File: src/rtl/cpu_types_pkg.sv
// cpu_types_pkg: shared CPU types used by the instruction cache.
//   icachef_t      - fetch address split {tag, idx, blkoff, bytoff}
//   icache_state_t - fill sequencer states
//   ICACHE_SETS    - default number of direct-mapped frames
package cpu_types_pkg;

    localparam int ICACHE_SETS  = 8;
    localparam int ICACHE_IDX_W = $clog2(ICACHE_SETS);
    localparam int ICACHE_TAG_W = 29 - ICACHE_IDX_W;

    typedef struct packed {
        logic [ICACHE_TAG_W-1:0] tag;
        logic [ICACHE_IDX_W-1:0] idx;
        logic                    blkoff;
        logic [1:0]              bytoff;
    } icachef_t;

    typedef enum logic [1:0] {
        IDLE  = 2'd0,
        FILL0 = 2'd1,
        FILL1 = 2'd2
    } icache_state_t;

endpackage

File: src/rtl/icache_frame_array.sv
// icache_frame_array: valid/tag/data storage for a direct-mapped,
// two-word-block instruction cache.
//   i_clk, i_rst            - clock, synchronous active-high reset
//   i_ridx                  - combinational read index
//   o_valid/o_tag/o_word0/1 - contents of frame i_ridx
//   i_we, i_widx, i_wword,
//   i_wdata                 - write one data word of frame i_widx
//   i_tag_we, i_tag         - write the tag of frame i_widx
//   i_valid_set             - mark frame i_widx valid
//   i_inv_all               - clear every valid bit (beats i_valid_set)
module icache_frame_array #(
    parameter int SETS  = 8,
    parameter int IDX_W = $clog2(SETS),
    parameter int TAG_W = 29 - IDX_W
) (
    input  logic             i_clk,
    input  logic             i_rst,
    input  logic [IDX_W-1:0] i_ridx,
    output logic             o_valid,
    output logic [TAG_W-1:0] o_tag,
    output logic [31:0]      o_word0,
    output logic [31:0]      o_word1,
    input  logic             i_we,
    input  logic [IDX_W-1:0] i_widx,
    input  logic             i_wword,
    input  logic [31:0]      i_wdata,
    input  logic             i_tag_we,
    input  logic [TAG_W-1:0] i_tag,
    input  logic             i_valid_set,
    input  logic             i_inv_all
);

    logic [SETS-1:0]  r_valid;
    logic [TAG_W-1:0] r_tag   [SETS];
    logic [31:0]      r_word0 [SETS];
    logic [31:0]      r_word1 [SETS];

    // Valid bits: cleared by reset or invalidate-all, set at fill completion.
    always_ff @(posedge i_clk) begin
        if (i_rst) begin
            r_valid <= '0;
        end else if (i_inv_all) begin
            r_valid <= '0;
        end else if (i_valid_set) begin
            r_valid[i_widx] <= 1'b1;
        end else begin
            r_valid <= r_valid;
        end
    end

    // Tag and data payload; contents are meaningless while the valid bit is low.
    always_ff @(posedge i_clk) begin
        if (i_tag_we) begin
            r_tag[i_widx] <= i_tag;
        end
        if (i_we) begin
            if (i_wword) begin
                r_word1[i_widx] <= i_wdata;
            end else begin
                r_word0[i_widx] <= i_wdata;
            end
        end
    end

    assign o_valid = r_valid[i_ridx];
    assign o_tag   = r_tag[i_ridx];
    assign o_word0 = r_word0[i_ridx];
    assign o_word1 = r_word1[i_ridx];

endmodule

File: src/rtl/icache.sv
// icache: direct-mapped read-only instruction cache, 2-word blocks.
//   CLK, RST            - clock, synchronous active-high reset
//   imemREN, imemaddr   - fetch request / byte address from the datapath
//   ihit, imemload      - same-cycle hit and instruction (0 when no hit)
//   iflush              - invalidate all frames
//   iREN, iaddr         - block-fill read request to the memory controller
//   iwait, iload        - controller stall (0 = iload valid) and read data
module icache
    import cpu_types_pkg::*;
#(
    parameter int SETS = ICACHE_SETS
) (
    input  logic        CLK,
    input  logic        RST,
    input  logic        imemREN,
    input  logic [31:0] imemaddr,
    output logic        ihit,
    output logic [31:0] imemload,
    input  logic        iflush,
    output logic        iREN,
    output logic [31:0] iaddr,
    input  logic        iwait,
    input  logic [31:0] iload
);

    localparam int IDX_W = $clog2(SETS);
    localparam int TAG_W = 29 - IDX_W;

    icache_state_t    r_state;
    logic [TAG_W-1:0] r_miss_tag;
    logic [IDX_W-1:0] r_miss_idx;
    logic             r_discard;

    logic [TAG_W-1:0] w_tag;
    logic [IDX_W-1:0] w_idx;
    logic             w_blkoff;
    logic             w_unused_bytoff;
    logic             w_rd_valid;
    logic [TAG_W-1:0] w_rd_tag;
    logic [31:0]      w_rd_word0;
    logic [31:0]      w_rd_word1;
    logic             w_idle;
    logic             w_fill1;
    logic             w_lookup_hit;
    logic             w_hit;
    logic             w_accept;
    logic             w_complete;

    assign w_tag           = imemaddr[31:IDX_W+3];
    assign w_idx           = imemaddr[IDX_W+2:3];
    assign w_blkoff        = imemaddr[2];
    assign w_unused_bytoff = &{1'b0, imemaddr[1:0]};

    assign w_idle       = (r_state == IDLE);
    assign w_fill1      = (r_state == FILL1);
    assign w_lookup_hit = imemREN & w_rd_valid & (w_rd_tag == w_tag);
    // Reset forces every output low even while the state register still shows a fill.
    assign w_hit        = ~RST & w_idle & w_lookup_hit;
    assign w_accept     = ~RST & ~w_idle & ~iwait;
    assign w_complete   = w_accept & w_fill1;

    icache_frame_array #(
        .SETS  (SETS),
        .IDX_W (IDX_W),
        .TAG_W (TAG_W)
    ) u_frames (
        .i_clk       (CLK),
        .i_rst       (RST),
        .i_ridx      (w_idx),
        .o_valid     (w_rd_valid),
        .o_tag       (w_rd_tag),
        .o_word0     (w_rd_word0),
        .o_word1     (w_rd_word1),
        .i_we        (w_accept),
        .i_widx      (r_miss_idx),
        .i_wword     (w_fill1),
        .i_wdata     (iload),
        .i_tag_we    (w_complete),
        .i_tag       (r_miss_tag),
        // A flush landing on the completing edge must also keep the line invalid.
        .i_valid_set (w_complete & ~r_discard & ~iflush),
        .i_inv_all   (iflush)
    );

    assign ihit     = w_hit;
    assign imemload = w_hit ? (w_blkoff ? w_rd_word1 : w_rd_word0) : 32'd0;
    assign iREN     = ~RST & ~w_idle;
    assign iaddr    = iREN ? {r_miss_tag, r_miss_idx, w_fill1, 2'b00} : 32'd0;

    // Fill sequencer: miss capture, two-word fill, flush-during-fill discard flag.
    always_ff @(posedge CLK) begin
        if (RST) begin
            r_state    <= IDLE;
            r_miss_tag <= '0;
            r_miss_idx <= '0;
            r_discard  <= 1'b0;
        end else begin
            case (r_state)
                IDLE: begin
                    if (imemREN && !w_lookup_hit) begin
                        r_miss_tag <= w_tag;
                        r_miss_idx <= w_idx;
                        r_state    <= FILL0;
                    end
                end
                FILL0: begin
                    if (iflush) begin
                        r_discard <= 1'b1;
                    end
                    if (!iwait) begin
                        r_state <= FILL1;
                    end
                end
                FILL1: begin
                    if (!iwait) begin
                        r_discard <= 1'b0;
                        r_state   <= IDLE;
                    end else if (iflush) begin
                        r_discard <= 1'b1;
                    end
                end
                default: begin
                    r_state <= IDLE;
                end
            endcase
        end
    end

endmodule
File: config.mk
export PLATFORM = sky130hd
export DESIGN_NAME = icache
export DESIGN_NICKNAME = d
export VERILOG_FILES = /design/src/rtl/cpu_types_pkg.sv /design/src/rtl/icache_frame_array.sv /design/src/rtl/icache.sv
export SDC_FILE = /design/constraint.sdc
export NUM_CORES = 1
export LEC_CHECK = 0
export ABC_AREA = 1
export CAP_MARGIN = 20
export CORE_UTILIZATION = 55
export CTS_CLUSTER_DIAMETER = 200
export DETAILED_ROUTE_END_ITERATION = 6
export DONT_BUFFER_PORTS = 1
export PLACE_DENSITY_LB_ADDON = 0.2
export SKIP_CTS_REPAIR_TIMING = 1
export SLEW_MARGIN = 15
export SYNTH_ARGS = -nofsm -noshare
export SYNTH_HDL_FRONTEND = slang
export SYNTH_SLANG_ARGS = --single-unit
File: constraint.sdc
create_clock -name CLK -period 5.9 [get_ports CLK]
set_input_delay 0.59 -clock CLK [delete_from_list [all_inputs] [get_ports CLK]]
set_output_delay 0.59 -clock CLK [all_outputs]
set_load 0.005 [all_outputs]
Yosys cells after proc, flatten, opt, wreduce, memory -nomap -nowiden:

Memory sizes are Yosys's and may differ from the RTL's.
Cells that the tools add are included.

* bits in writable memories: 720
* memories: 3
* input port bits: 69
* output and inout port bits: 66
* register bits after elaboration: 40

* reduce and logical (&&, ||, !) cells: 8
* multiplexer cells: 22
* bitwise logic cells: 15
* $lt $le $gt $ge: 3
* equal/unequal tests: 6

Memory list
* u_frames.r_word0: depth 8, bits a word 32, read ports 1, clocked after Yosys merged registers in 0, wr ports 1, RTL line icache_frame_array.sv:35 `logic [31:0] r_word0 [SETS];`
* u_frames.r_word1: depth 8, bits a word 32, read ports 1, clocked after Yosys merged registers in 0, wr ports 1, RTL line icache_frame_array.sv:36 `logic [31:0] r_word1 [SETS];`
* u_frames.r_tag: depth 8, bits a word 26, read ports 1, clocked after Yosys merged registers in 0, wr ports 1, RTL line icache_frame_array.sv:34 `logic [TAG_W-1:0] r_tag [SETS];`

Operator list (count)
* 32-bit two-way mux: 3
* 26-bit == test: 1
* 1-bit two-way mux: 12
* 1-bit bitwise AND: 9
* 3-bit by 4-bit less-than comparator with 1-bit output, second input constant: 2
* 8-bit bitwise OR: 1
* 2-bit two-way mux: 3
* 2-bit case mux with 3 select lines: 1
* 1-bit NOT: 5
* 2-bit != test, second input constant: 2
* 1-bit binary-select mux with 3-bit select: 1
* 1-bit demux with 3-bit select: 1
* 3-bit by 1-bit >= comparator with 1-bit output, second input constant: 1
* 3-bit AND reduction: 1
* 2-bit by 1-bit == test with 1-bit output, second input constant: 1
* 2-bit == test, second input constant: 1
* 1-bit logical AND: 2
* 2-bit zero test: 1
* 2-bit by 1-bit != test with 1-bit output, second input constant: 1
* 1-bit case mux with 2 select lines: 1
* 2-bit AND reduction: 1
* 2-bit nonzero test: 1
* 2-bit OR reduction: 1
* 1-bit zero test: 1

Logic depth before layout (Yosys ltp):

* depth in word-level cells: 8
* mapped depth: 21
* mapped depth without buffers: 18

Cells and area by module:

A second synthesis with hierarchy kept.

* cells, all modules: 3685
* area total of the unflattened synthesis: 34581.9 µm²

Modules (own cells, without submodules)
* icache_frame_array: times used 1, cells each 3207, area each 32053.2 µm²
* icache: times used 1, cells each 478, area each 2528.7 µm²

Worst setup path before layout:

No wires, ideal clock.

* kind: reg-to-reg
* start: register r_state[0]
* end: memory u_frames.r_tag[4][0] (netlist bit), enable pin
* setup slack: 1.663 ns
* library setup time: 0.476 ns
* arrival: 3.761 ns
* buffers on the path: 0
* stages on the path, launching flop included: 8
* path through: dfxtp_1 > inv_1 > ha_1 > nor2_1 > inv_1 > nor2_1 > nand2_1 > nor2_1

* longest elaborated chain between the ends: 7
* elaborated cells between the ends (all ways): 8
* those cells by class: 1 x eq/ne; 2 x mux; 4 x bitwise; 1 x reduce/logical

Ends and longest elaborated chain
* start: declaration: RTL line icache.sv:29 `icache_state_t r_state;`
* start signal: assignment: RTL line icache.sv:93 `r_state <= IDLE;`
* start signal: assignment: RTL line icache.sv:103 `r_state <= FILL0;`
* start signal: assignment: RTL line icache.sv:111 `r_state <= FILL1;`
* 2-bit zero test: RTL line icache.sv:54 `assign w_idle = (r_state == IDLE);`
* 1-bit NOT
* 1-bit bitwise AND
* via iREN: RTL line icache.sv:20 `output logic iREN,`
* 1-bit bitwise AND: RTL line icache.sv:59 `assign w_accept = ~RST & ~w_idle & ~iwait;`
* 1-bit bitwise AND: RTL line icache.sv:60 `assign w_complete = w_accept & w_fill1;`
* 1-bit two-way mux: RTL line icache_frame_array.sv:53 `if (i_tag_we) begin`
* 1-bit two-way mux (implied by the code): RTL line icache_frame_array.sv:54 `r_tag[i_widx] <= i_tag;`
* end: declaration: RTL line icache_frame_array.sv:34

The timed path passes the listed nets, and every way through them passes these cells.

Worst setup path after layout:

* start: input port imemaddr[3]
* end: output port imemload[10]

* longest elaborated chain between the ends: 6
* elaborated cells between the ends (all ways): 11
* those cells by class: 1 x eq/ne; 4 x mux; 3 x bitwise; 3 x memory

Ends and longest elaborated chain
* start: declaration: RTL line icache.sv:16 `input logic [31:0] imemaddr,`
* parallel branches: the longest is 5 deep, another holds memory 8 x 26 bit
* 32-bit two-way mux (*): RTL line icache.sv:86 `assign imemload = w_hit ? (w_blkoff ? w_rd_word1 : w_rd_word0) : 32'd0;`
* end: declaration: RTL line icache.sv:18 `output logic [31:0] imemload,`

Mark *: on every way between the ends. The select of a mux whose other input is x is not followed.

==> results.ini <==
[critical_path]
critical_path_class = in2out
arrival_ns = 4.32
cp_max_fo = 379
endpoint_kind = output pin
slowest_delay_ns = 0.80
setup.worst_path.start_class = input pin
critPathBufInv = 2
required_ns = 5.31
crit_chain = clkinv_8 -> nand2_1 -> nand2_1 -> nand2_1 -> nand3_1 -> nand3b_1 -> nand2_1 -> nor2_1 -> nand2_1 -> nor2_1 -> nand2_1 -> nor2_1 -> nand3_2 -> buf_4 -> nor3_1
path_common_cell = nand2_1
crit_slowest_cell = nor3_1
critical_path.top_delay_family = simple AND/OR/NAND/NOR gates

[synthesis]
synth_cell_types = 26
ys_top_cells_by_area = edfxtp_1, nand2_1, a21oi_1, a221oi_1, dfxtp_1
ys.flop_type = edfxtp_1
synth_commonest_cells = edfxtp_1, nand2_1, a21oi_1
async_flop_share_pct = 0
synth-edff-count = 720
netlist_instances = 2633
yosysSeqAreaShare_pct = 72.5
yosysWarnings = 0
syn_area_per_cell_um2 = 11.7
syn-cell-area_um2 = 30900
synth_top_area_share_pct = 69.9
ys_ff_latch = 760
yosysMostFrequentCell = edfxtp_1
yosysTopAreaCell = edfxtp_1

[die]
num_rows = 86
coreArea_um2 = 55300
start_util_pct = 55.9
chipHeight_um = 239
die_w_um = 239
boundaryPins = 135
dieArea_um2 = 57200

[clocking]
h-tree-depth = 3
clk_pin_slew_ns = 0.06
clock-sinks = 760
cts_tree = done
ctsLongestPathBuffers = 3
cts-root-buf = clkbuf_16
clock_latency_ns = 0.62
numCtsBuffers = 78

[detailed_routing]
drtIter0Drc = 1715
firstDrtPassIters = 5
wl_met2_um = 37100
vias = 19940
drt-met1-wl_um = 30000
post-route-drc-count = 0
top_layer_used = met4
route.met3.wl_um = 5810
ant_nets = 0
wl_um = 74800
routedWlPerCell_um = 22.1
viasPerCell = 5.88

[place]
placed_area_um2 = 31600
dp_slack_ns = 1.22
port_buffers = 0
dp.cells = 3246
gp_congestion = 0.806
dp.final_hpwl_um = 35900

[worst_hold_path]
hp-class = in2reg

[cells_and_area]
fillers = 4244
fin_area_um2 = 34100
final_nets = 2651
fin_util_pct = 61.6
final_cell_count_no_fill = 3389
regArea_um2 = 22400
synthToLayoutAreaGrowth_pct = 10.2
drive_gt1_share_pct = 6.02
multi_input_area_um2 = 7190

[sta]
finalCritPeriodShare_pct = 83.3
hold_viol = 0
drv_slew = 0
tightestPinTransition_ns = 1.17
setup_violations = 0
finClkSkew_ns = 0.0222
tns_ns = 0
rsz0062_at_grt = false
relSlewSlack_pct = 22.1
max_freq_mhz = 203
period_minus_slack_ns = 4.91
fin_ws_ns = 0.986

[global_routing]
grt_pass1_vias = 19341
grt_max_degree = 380
antenna_found_initial = 0
grt_util_all_layers_pct = 26.3
overflow = 0
grt_pass1_wl_um = 112000

[flow_run]
drv_cap = 0

[power_and_ir_drop]
vdd_ir_drop_max_mv = 0.294
leakagePower_nw = 12.2
power_density_nw_per_um2 = 338

[outcome]
outcome = finished clean

-- metrics by stage --
step	hold slack (ns)	power, mW
2_1_floorplan	0.435	6.74
6_report	0.0314	11.5
3_3_place_gp	0.446	6.84
5_1_grt	0.00773	11.9
3_5_place_dp	0.446	6.88
4_1_cts	0.00352	11.6
-- power breakdown --
part / total [mW] / internal, mW / switching [mW]
sequential: 6.15 / 6.05 / 0.0977
clock: 4.73 / 2.74 / 1.99
combinational: 0.621 / 0.189 / 0.432
total: 11.5 / 8.98 / 2.52
-- layer usage --
metal / GRT usage, % / vias up
met5: 0 / -
met4: 8.66 / 0
met3: 5.23 / 155
met2: 44.6 / 776
met1: 34.1 / 9832
li1: - / 9177
-- cells in the final DEF, fill, tap and decap left out --
cell,count
edfxtp_1,720
clkinv_1,17
o21ai_1,4
inv_4,1
inv_6,3
nand2_1,713
or2_2,1
diode_2,1
clkbuf_16,81
nand3b_2,1
a311oi_1,20
dfxtp_1,40
inv_1,185
clkbuf_1,17
nand3b_1,15
buf_12,8
clkbuf_8,4
nor3_1,83
nor2_4,16
conb_1,2
a221oi_1,106
nand3_1,140
o211ai_1,2
a211oi_1,3
clkinv_8,3
ha_1,4
nor2_1,152
bufinv_16,4
clkinv_2,14
nand3_2,1
clkinvlp_4,1
o21ai_0,9
a21oi_1,249
buf_4,21
-- worst register-to-register path: cells and delay by family (launching register included) --
family	cells	cell delay (ns)
buf+inv	4	1.31
simple gates	4	1.15
flops	1	0.38
fa+ha+maj	1	0.31
-- final timing paths --
check	startpoint	end	slack (ns)	cells after the start
setup / recovery	imemaddr[3]	imemload[10]	0.99	15
hold / removal	RST	r_state[1]	0.03	1
setup reg to reg	r_state[0]	u_frames.r_tag[1][4]	2.30	9
hold reg to reg	u_frames.r_valid[0]	u_frames.r_valid[0]	0.46	2
-- area by class of cell --
class	count	share of cell area (%)
Antenna cell	1	0.00735
Clock buffer	102	6.30
Clock inverter	40	0.915
Inverter	188	2.13
Multi-Input combinational cell	1521	21.1
Sequential cell	760	65.8
Tap cell	748	2.75
Timing Repair Buffer	29	0.933
-- kinds of logic (layout without fill, tap and decap cells) --
kind of cell / count (synthesis) / in the layout / synth area share (%)
AOI/OAI and AO/OA: 393 / 393 / 7.93
buffers and inverters: 353 / 359 / 4.62
adders and majority gates: 4 / 4 / 0.162
and+or+nand+nor: 1122 / 1122 / 14.7
DFF: 760 / 760 / 72.5
other: 1 / 3 / 0.0121
-- sequential cells by signal, summed over array words and instances, names as in the netlist --
name / count
u_frames.r_word0: 256
u_frames.r_word1: 256
u_frames.r_tag: 208
r_miss_tag: 26
u_frames.r_valid: 8
r_miss_idx: 3
r_state: 2
r_discard: 1
No activity file was read; power rests on OpenSTA's default activity.
